## src/rtl/tqvp_hx2003_pulse_pkg.sv

```systemverilog
// Shared definitions for the pulse sequencer: playback states, default widths
// and the bit layout of a {level, duration} descriptor.
package tqvp_hx2003_pulse_pkg;

  localparam int DEFAULT_DEPTH = 8;
  localparam int DEFAULT_DUR_W = 15;
  localparam int DEFAULT_PRE_W = 8;

  // Descriptor layout at the default duration width: level on top, duration below
  localparam int LEVEL_BIT = DEFAULT_DUR_W;
  localparam int DUR_MSB   = DEFAULT_DUR_W - 1;

  typedef enum logic {
    IDLE = 1'b0,
    RUN  = 1'b1
  } seq_state_t;

endpackage

```

## src/rtl/tqvp_hx2003_pulse_fifo.sv

```systemverilog
// Descriptor FIFO with registered count/full/empty and a flush that wins over push/pop.
// The head entry is presented combinationally so the sequencer can load it on the pop edge.
module tqvp_hx2003_pulse_fifo #(
  parameter int DEPTH = 8,
  parameter int WIDTH = 16
) (
  input  logic                     clk,
  input  logic                     rst_n,
  input  logic                     push,
  input  logic                     pop,
  input  logic                     flush,
  input  logic [WIDTH-1:0]         wr_data,
  output logic [WIDTH-1:0]         rd_data,
  output logic [$clog2(DEPTH):0]   count,
  output logic                     full,
  output logic                     empty
);

  localparam int AW = $clog2(DEPTH);
  localparam int CW = AW + 1;

  logic [WIDTH-1:0] mem [DEPTH];
  logic [AW-1:0]    wr_ptr;
  logic [AW-1:0]    rd_ptr;
  logic             do_push;
  logic             do_pop;
  logic [CW-1:0]    count_nxt;

  assign do_push = push && !full && !flush;
  assign do_pop  = pop && !empty && !flush;

  always_comb begin
    count_nxt = count;
    if (flush) begin
      count_nxt = '0;
    end else begin
      case ({do_push, do_pop})
        2'b10:   count_nxt = count + CW'(1);
        2'b01:   count_nxt = count - CW'(1);
        default: count_nxt = count;
      endcase
    end
  end

  // Pointers wrap naturally because DEPTH is a power of two
  always_ff @(posedge clk or negedge rst_n) begin
    if (!rst_n) begin
      wr_ptr <= '0;
      rd_ptr <= '0;
      count  <= '0;
      full   <= 1'b0;
      empty  <= 1'b1;
    end else begin
      if (flush) begin
        wr_ptr <= '0;
        rd_ptr <= '0;
      end else begin
        if (do_push) wr_ptr <= wr_ptr + AW'(1);
        if (do_pop)  rd_ptr <= rd_ptr + AW'(1);
      end
      count <= count_nxt;
      full  <= (count_nxt == CW'(DEPTH));
      empty <= (count_nxt == '0);
    end
  end

  always_ff @(posedge clk) begin
    if (do_push) mem[wr_ptr] <= wr_data;
  end

  assign rd_data = mem[rd_ptr];

endmodule

```

## src/rtl/tqvp_hx2003_pulse_sequencer.sv

```systemverilog
// Plays queued {level, duration} descriptors out as a gating envelope for the
// carrier stage; each entry lasts (D+1)(P+1) clocks and entries chain without gaps.
module tqvp_hx2003_pulse_sequencer
  import tqvp_hx2003_pulse_pkg::*;
#(
  parameter int DEPTH = DEFAULT_DEPTH,
  parameter int DUR_W = DEFAULT_DUR_W,
  parameter int PRE_W = DEFAULT_PRE_W
) (
  input  logic                   clk,
  input  logic                   rst_n,
  input  logic                   wr_en,
  input  logic [DUR_W:0]         wr_data,
  input  logic [PRE_W-1:0]       prescale,
  input  logic                   start,
  input  logic                   stop,
  input  logic                   clr_ovf,
  output logic                   pulse_level,
  output logic                   busy,
  output logic                   done,
  output logic [$clog2(DEPTH):0] fifo_count,
  output logic                   full,
  output logic                   empty,
  output logic                   overflow
);

  seq_state_t       state;
  seq_state_t       state_nxt;
  logic [DUR_W:0]   head;
  logic [DUR_W-1:0] dur_cnt;
  logic [PRE_W-1:0] pre_cnt;
  logic             level_r;
  logic             tick;
  logic             entry_end;
  logic             push;
  logic             pop;
  logic             load;
  logic             finish;
  logic             ovf_evt;

  assign tick      = (pre_cnt == '0);
  assign entry_end = (state == RUN) && tick && (dur_cnt == '0);
  assign push      = wr_en && !full && !stop;
  assign ovf_evt   = wr_en && full && !stop;

  tqvp_hx2003_pulse_fifo #(
    .DEPTH (DEPTH),
    .WIDTH (DUR_W + 1)
  ) u_fifo (
    .clk     (clk),
    .rst_n   (rst_n),
    .push    (push),
    .pop     (pop),
    .flush   (stop),
    .wr_data (wr_data),
    .rd_data (head),
    .count   (fifo_count),
    .full    (full),
    .empty   (empty)
  );

  always_ff @(posedge clk or negedge rst_n) begin
    if (!rst_n) state <= IDLE;
    else        state <= state_nxt;
  end

  // Stop overrides everything; an entry end either chains the next entry or finishes
  always_comb begin
    state_nxt = state;
    pop       = 1'b0;
    load      = 1'b0;
    finish    = 1'b0;
    if (stop) begin
      state_nxt = IDLE;
    end else begin
      case (state)
        IDLE: begin
          if (start && !empty) begin
            pop       = 1'b1;
            load      = 1'b1;
            state_nxt = RUN;
          end
        end
        RUN: begin
          if (entry_end) begin
            if (!empty) begin
              pop  = 1'b1;
              load = 1'b1;
            end else begin
              finish    = 1'b1;
              state_nxt = IDLE;
            end
          end
        end
        default: state_nxt = IDLE;
      endcase
    end
  end

  always_ff @(posedge clk or negedge rst_n) begin
    if (!rst_n) begin
      level_r  <= 1'b0;
      dur_cnt  <= '0;
      pre_cnt  <= '0;
      done     <= 1'b0;
      overflow <= 1'b0;
    end else begin
      done <= finish;
      if (stop || finish) begin
        level_r <= 1'b0;
        dur_cnt <= '0;
        pre_cnt <= '0;
      end else if (load) begin
        level_r <= head[DUR_W];
        dur_cnt <= head[DUR_W-1:0];
        pre_cnt <= prescale;
      end else if (state == RUN) begin
        if (tick) begin
          pre_cnt <= prescale;
          dur_cnt <= dur_cnt - DUR_W'(1);
        end else begin
          pre_cnt <= pre_cnt - PRE_W'(1);
        end
      end
      // A simultaneous overflow beats the clear so the event is never lost
      if (ovf_evt)      overflow <= 1'b1;
      else if (clr_ovf) overflow <= 1'b0;
    end
  end

  assign pulse_level = level_r;
  assign busy        = (state == RUN);

endmodule
```

## config.mk

```make
export PLATFORM = sky130hd
export DESIGN_NAME = tqvp_hx2003_pulse_sequencer
export DESIGN_NICKNAME = d
export VERILOG_FILES = /design/src/rtl/tqvp_hx2003_pulse_pkg.sv /design/src/rtl/tqvp_hx2003_pulse_fifo.sv /design/src/rtl/tqvp_hx2003_pulse_sequencer.sv
export SDC_FILE = /design/constraint.sdc
export NUM_CORES = 1
export LEC_CHECK = 0
export CAP_MARGIN = 25
export CORE_ASPECT_RATIO = 2
export CORE_MARGIN = 3
export CORE_UTILIZATION = 35
export CTS_BUF_LIST = sky130_fd_sc_hd__clkbuf_8
export CTS_CLUSTER_DIAMETER = 100
export DETAILED_ROUTE_END_ITERATION = 8
export PLACE_DENSITY_LB_ADDON = 0.05
export SLEW_MARGIN = 30
export SYNTH_ARGS = -nofsm -noshare
export SYNTH_HDL_FRONTEND = slang
export SYNTH_SLANG_ARGS = --single-unit
```

## constraint.sdc

```tcl
create_clock -name clk -period 3.36 [get_ports clk]
set_input_delay 0.504 -clock clk [delete_from_list [all_inputs] [get_ports clk]]
set_output_delay 0.504 -clock clk [all_outputs]
set_load 0.02 [all_outputs]
```

==> results by group, run 1 <==
Outcome
  – Status: finished, final reports clean

Pwr
  – Pwr dens: just over 600 nW/um^2
  – Internal power: roughly 3.7 mW
  – Flop pwr share: between 40 and 50%
  – Tot Pwr: 5.25 mW
  – Sw frac: ~30%
  – Peak supply drop: 280 uV
  – Sw power: about 1.6 mW
  – Leakage: 2.97 nW
  – Comb power frac: between 20% and 30%
  – Power share of the clock group: 26.8%

Job
  – Maxcap violations: 0

Timing
  – Setup TNS: 0 ns
  – Slew Viols, Final: 0
  – Max_slew headroom: a little over a third
  – Fmax: between 300 and 400 MHz
  – Final WS setup: between 0.2 and 0.25 ns
  – RSZ-0062 raised after global routing: false
  – Least-Margin Pin Slew: between 0.9 and 1 ns
  – Period minus WS final: around 3.2 ns
  – Final hold violation count: 0
  – Final setup fails: 0
  – Clock Skew: 0.0116 ns
  – Hold Worst Slack: around 0.51 ns
  – Period utilization: between 90% and 100%

Synth
  – Syn Nets: 503
  – Register area share after synthesis: between 60% and 70%
  – Post-synthesis xor/xnor area fraction: 1.07%
  – Adder-cell share of the synthesized area: under 10%
  – Netlist Area Pre-Place: 7330 um^2
  – Most frequent cell after synthesis: edfxtp_1
  – Flops & latches, synth: between 150 and 200
  – Yosys cell types: 59
  – Share of the synthesized area in the top cell type: 52.4%
  – EDFF count, synth: between 100 and 150
  – Synth Area in Compound Gates: about 6%
  – Synth top area cells: edfxtp_1, dfrtp_1, mux4_2, mux2i_1, o21ai_0
  – Mean Syn Cell Area: 15.8 um^2
  – Ys Warns: 0
  – Synth Instances: approximately 460
  – Largest area contributor in the synthesized netlist: edfxtp_1
  – Simple-gate share of the synthesized area: ~8.3%
  – Main combinational cell family by area after synthesis: multiplexers
  – Synth top cells by count: edfxtp_1, dfrtp_1, mux4_2
  – Top_reg_cell synth: edfxtp_1
  – Post-synthesis mux area share: about 15%
  – Async S/R FF share, synth: around a quarter

Clock network
  – Clk_lat worst skew: approximately 0.46 ns
  – Clock sinks: 167
  – Htree depth: 4
  – CTS max path bufs: 2
  – Root Buffer: clkbuf_8
  – CTS tree: built
  – Clk slew on worst S/H paths: about 0.080 ns
  – Num CTS Buffers: 17

Placement
  – Place WS: around 0.16 ns
  – Gpl congestion: approximately 0.77
  – Placed wire-length estimate: around 11000 um
  – I/O Buffers: 39
  – # placed instances: roughly 780
  – Placed Area: roughly 8200 um^2

Worst setup path
  – WP data required: between 3 and 4 ns
  – CP Launch Type: flip-flop
  – Crit Path Category: flip-flop to flip-flop
  – Critical path fanouts, max: 5
  – R2R setup slack: 0.21 ns
  – Worst EP arrival: approximately 3.6 ns
  – Worst R2R End: u_fifo.empty
  – Worst R2R Start: dur_cnt[6]
  – Crit end category: flip-flop
  – Worst R2R Path Depth: 11

Route
  – Drt first pass iters: 4
  – Final WL: ~17000 um
  – DRT antenna net count: 0
  – Vias: approximately 4.2k
  – DR DRC count: 0
  – First-iteration detailed-routing DRC count: approximately 210
  – DR WL/cell: roughly 21 um
  – Vias per cell: between 5 and 6

Die
  – Die ar.: roughly 23000 um^2
  – Initial Util: roughly 36%
  – I/O pin count: 40
  – Row cnt: 74
  – Die Height: approximately 210 um
  – CORE AREA: 20600 um^2
  – Die Wd: 108 um

Global routing
  – Largest net degree at the start of global routing: 40
  – Total congestion overflow: 0
  – GRT Util Overall: between 10% and 20%
  – Global-route wire length before repair: 26100 um
  – Vias in the first global route: 4619
  – Number of antenna violations at the first check in global routing: 0

Final layout
  – N_diodes: 0
  – Nets@finish: between 500 and 600
  – Final Util: 41.6%
  – Final design instance area without fill: ~8500 um^2
  – Area delta synth->final: 16.5%
  – Share of post-route cells with drive strength above 1: between 10% and 20%
  – Post-Layout Cell Count: ~800

Hold path
  – Worst Hold Depth: 1
  – Worst Hold Endpoint: overflow
  – Hold Path Class: flip-flop to flip-flop
  – HP Start: overflow
==> logic make-up (layout without fill, tap and decap cells) <==
family / Yosys count / in the layout
AOI/OAI and AO/OA: 68 / 68
DFF: 167 / 167
xor gates and xnor gates: 9 / 9
buffers and inverters: 31 / 110
and+or+nand+nor: 113 / 113
adders and majority gates: 9 / 9
muxes: 67 / 67
==> worst max-delay path, stage by stage (launching register included) <==
cell	delay (ns)
dfrtp_1	0.43
or4_4	0.57
nor4_4	0.28
a41o_2	0.27
ha_1	0.25
xor2_1	0.18
ha_1	0.16
a21oi_1	0.05
xor2_1	0.15
or3_1	0.33
a41oi_1	0.23
o21ba_2	0.19
==> routing by layer <==
metal,vias to the layer above,GRT usage [%],wire length [um]
met2,83,29.8,9530
met1,2164,16.3,6350
met5,-,0,0
met4,0,6.63,435
li1,1960,-,-
met3,26,3.61,537
==> worst max path at each step <==
stage,startpoint,end,slack (ns),cells after the start
6_report,dur_cnt[6],u_fifo.empty,0.21,11
5_1_grt,pre_cnt[0],u_fifo.empty,0.03,13
4_1_cts,dur_cnt[6],u_fifo.empty,0.17,11
3_5_place_dp,start,u_fifo.empty,0.16,11
3_3_place_gp,start,u_fifo.empty,0.19,11
2_1_floorplan,pre_cnt[0],u_fifo.empty,0.05,16
==> power by group through the flow <==
stage / sequential (mW) / combinational, mW / clock (mW)
after detailed placement: 2.51 / 1.39 / 0
after floorplan: 2.46 / 0.959 / 0
after CTS: 2.46 / 1.40 / 1.47
after global placement: 2.50 / 1.38 / 0
final: 2.46 / 1.38 / 1.41
after global routing: 2.48 / 1.52 / 1.53
==> flip-flops by register name (all words and copies together), names as in the netlist <==
name and count:
u_fifo.empty 1, pre_cnt 8, u_fifo.wr_ptr 3, u_fifo.full 1, pulse_level 1, overflow 1, dur_cnt 15, done 1
busy 1, u_fifo.rd_ptr 3, u_fifo.mem 128, u_fifo.count 4
==> repair_timing <==
action	CTS	global route
hold endpoints to repair	10	0
hold buffers	1	0
setup buffers	0	0
setup endpoints to repair	0	1
resized for setup	0	1
==> final cells by class <==
type | count | area (um^2)
clock buffer | 17 | 234
clock inverter | 13 | 143
timing repair buffer | 68 | 608
inverter | 12 | 45.0
multi-input combinational | 266 | 2360
fill | 1953 | 12000
sequential | 167 | 4820
tap | 266 | 333
==> cells in the final DEF (no fill, tap or decap), types with 2 or more instances in the layout <==
cell             Yosys  final
edfxtp_1           128    128
clkdlybuf4s50_1      0     38
dfrtp_1             38     36
mux4_2              31     31
buf_4                0     29
nor2_1              28     28
o21ai_0             26     26
mux2i_1             26     26
nand2_1             25     25
clkbuf_8             0     17
inv_1               12     16
nor3_1              14     12
a22o_1              11     11
ha_1                 9      9
a21oi_1              8      8
mux2_2               8      8
or3_1                7      7
xor2_1               6      6
nor2b_1              5      5
nand3_1              5      5
a31oi_1              5      5
nand2b_1             5      5
nor3b_1              3      3
nor4_1               3      3
xnor2_1              3      3
or4_1                3      3
bufinv_16            0      3
nor4_4               1      2
nand3b_1             2      2
nor4b_1              2      2
nor3_2               0      2
a41oi_1              2      2
o21ai_1              2      2
o2bb2ai_1            2      2
o221ai_1             2      2
clkinv_1             0      2
dfrtp_2              0      2
Power figures use the tool's default switching activity.
==> run 2, diff against run 1 <==
--- a/config.mk
+++ b/config.mk
@@ -6,7 +6,7 @@
 export NUM_CORES = 1
 export LEC_CHECK = 0
 export CAP_MARGIN = 25
-export CORE_ASPECT_RATIO = 2
+export CORE_ASPECT_RATIO = 0.75
 export CORE_MARGIN = 3
 export CORE_UTILIZATION = 35
 export CTS_BUF_LIST = sky130_fd_sc_hd__clkbuf_8
==> run 2 against run 1 <==
Against the previous run:
- setup slack worse by 0.016 ns
- wire length down 2.3%
- via count shrank 0.83%
- clock-buffer cell count stayed put
- non-clock buffer count is 5 lower
- final cell count rose by 1.6%
- fmax down 0.49%
- sequential cell count stayed put
- clock skew is 0.0056 ns higher
- sequential power about the same
- register-to-register slack worse by 0.02 ns
- largest power group unchanged
- highest routed layer unchanged
==> results by group, run 2 (synthesis results as in run 1) <==
Hold path
  – Hold Path Class: input pin to async pin

Placement
  – Placed wire-length estimate: 10300 um
  – I/O Buffers: 39
  – Gpl congestion: 0.793

Global routing
  – Largest net degree at the start of global routing: 40
  – Number of antenna violations at the first check in global routing: 0
  – Vias in the first global route: approximately 4.3k
  – Total congestion overflow: 0
  – Global-route wire length before repair: 26000 um
  – GRT Util Overall: between 15 and 20%

Clock network
  – Clk_lat worst skew: between 0.4 and 0.5 ns
  – CTS-repair resized insts: 0
  – Htree depth: 4
  – CTS tree: built
  – Num CTS Buffers: 17
  – Clock sinks: between 150 and 200
  – Clk slew on worst S/H paths: approximately 0.09 ns
  – Setup repair bufs after CTS: 0
  – Root Buffer: clkbuf_8
  – CTS max path bufs: 2
  – Cts hold-fix bufs: 0

Pwr
  – Sw frac: 31.6%
  – Sw power: 1.61 mW
  – Leakage: ~2.9 nW
  – Flop pwr share: about 48%
  – Power share of the clock group: about 25%
  – Peak supply drop: 221 uV
  – Pwr dens: approximately 600 nW/um^2
  – Internal power: around 3.5 mW
  – Comb power frac: 26.7%

Final layout
  – Largest regs: u_fifo.mem: 128 flops, dur_cnt: 15 flops, pre_cnt: 8 flops
  – Nets@finish: ~570
  – Area delta synth->final: 16.3%
  – Max reg flops: approximately 130
  – Share of post-route cells with drive strength above 1: about a fifth
  – Most flop-heavy register: u_fifo.mem
  – N_diodes: 0
  – Most frequent cells in the layout: edfxtp_1, clkdlybuf4s50_1, dfrtp_1
  – Most common cell after layout, fill and taps aside: edfxtp_1

Worst setup path
  – WP data required: roughly 3.7 ns
  – R2R setup slack: slightly below 0.2 ns
  – Worst R2R Start: dur_cnt[6]
  – Worst R2R Path Depth: 11
  – CP Launch Type: flip-flop
  – Crit path capture: u_fifo.empty
  – Critical path fanouts, max: 5
  – Critical Path Source: dur_cnt[6]
  – Worst EP arrival: ~3.6 ns
  – Crit Path Category: flip-flop to flip-flop
  – Crit end category: flip-flop
  – Worst R2R End: u_fifo.empty

Timing
  – Least-Margin Pin Slew: 0.963 ns
  – Slew Viols, Final: 0
  – Setup TNS: 0 ns
  – Max_slew headroom: between 30% and 40%
  – Final setup fails: 0
  – Clock Skew: about 0.017 ns
  – RSZ-0062 raised after global routing: false
  – Hold Worst Slack: between 0.02 and 0.025 ns
  – Period utilization: between 90 and 100%
  – Fmax: about 320 MHz
  – Final hold violation count: 0
  – Period minus WS final: around 3.2 ns

Route
  – Vias: around 4.2k
  – DR DRC count: 0
  – Drt first pass iters: 4
  – Final WL: between 15000 and 20000 um
  – Vias per cell: roughly 5
  – DRT antenna net count: 0
  – DR WL/cell: between 20 and 25 um
  – First-iteration detailed-routing DRC count: 292

Die
  – Die Wd: roughly 170 um
  – Row cnt: 45
  – Initial Util: about 36%
  – Die Height: roughly 130 um
  – I/O pin count: 40
  – Die ar.: between 20000 and 25000 um^2
  – CORE AREA: around 20000 um^2

Outcome
  – Status: finished, final reports clean

Job
  – Maxcap violations: 0
[run 2: changes by cell type in the layout (fill, tap and decap cells not counted), moves of 2 or more]
cell / before / now
bufinv_16: 3 / 0
nor2_1: 28 / 22
nor2_2: 0 / 6
clkinv_2: 1 / 3
buf_12: 0 / 2
inv_1: 16 / 12
buf_4: 29 / 22
clkinv_4: 1 / 3
inv_6: 1 / 3
[run 2: worst max-delay path, cell delays in order (launching register included)]
cell and delay (ns):
dfrtp_1 0.43, or4_4 0.56, nor4_4 0.27, a41o_2 0.28, ha_1 0.27, xor2_1 0.18
ha_1 0.16, a21oi_1 0.05, xor2_1 0.15, or3_1 0.33, a41oi_1 0.22, o21ba_2 0.19
[run 2: how the worst min path moves through the flow]
stage / from / endpoint / cells past startpoint
2_1_floorplan: rst_n / busy / 0
3_3_place_gp: overflow / overflow / 1
3_5_place_dp: overflow / overflow / 1
4_1_cts: rst_n / pre_cnt[5] / 1
5_1_grt: rst_n / pre_cnt[5] / 1
6_report: rst_n / pre_cnt[3] / 1
[run 2: cell type report]
class | count | area, um^2
Sequential cell | 167 | 4820
Clock inverter | 15 | 105
Fill cell | 1895 | 11900
Clock buffer | 17 | 234
Timing Repair Buffer | 63 | 593
Tap cell | 282 | 353
Inverter | 12 | 45.0
Multi-Input combinational cell | 266 | 2370
[run 2: through the flow]
stage | setup slack, ns | instances | total power [mW] | area, um^2 | utilization [%]
after global routing | 0.00685 | 822 | 5.43 | 8530 | 41.8
after floorplan | 0.0550 | 464 | 3.42 | 7330 | -
after global placement | 0.155 | 789 | 3.86 | 8170 | 40.1
final | 0.194 | 822 | 5.10 | 8530 | 41.8
after detailed placement | 0.119 | 789 | 3.86 | 8170 | 40.1
after CTS | 0.128 | 821 | 5.15 | 8510 | 41.8
[run 2: metal layers]
layer | GRT usage (%) | vias up | wire, um
met5 | 0 | - | 0
met4 | 3.96 | 0 | 209
met3 | 3.55 | 16 | 513
met2 | 22.4 | 66 | 7290
met1 | 22.7 | 2171 | 8450
li1 | - | 1945 | -
[run 2: power by group through the flow]
stage	sequential [mW]	clock [mW]	combinational (mW)
2_1_floorplan	2.46	0	0.959
3_3_place_gp	2.50	0	1.36
3_5_place_dp	2.51	0	1.35
4_1_cts	2.46	1.33	1.36
5_1_grt	2.49	1.42	1.52
6_report	2.46	1.27	1.36
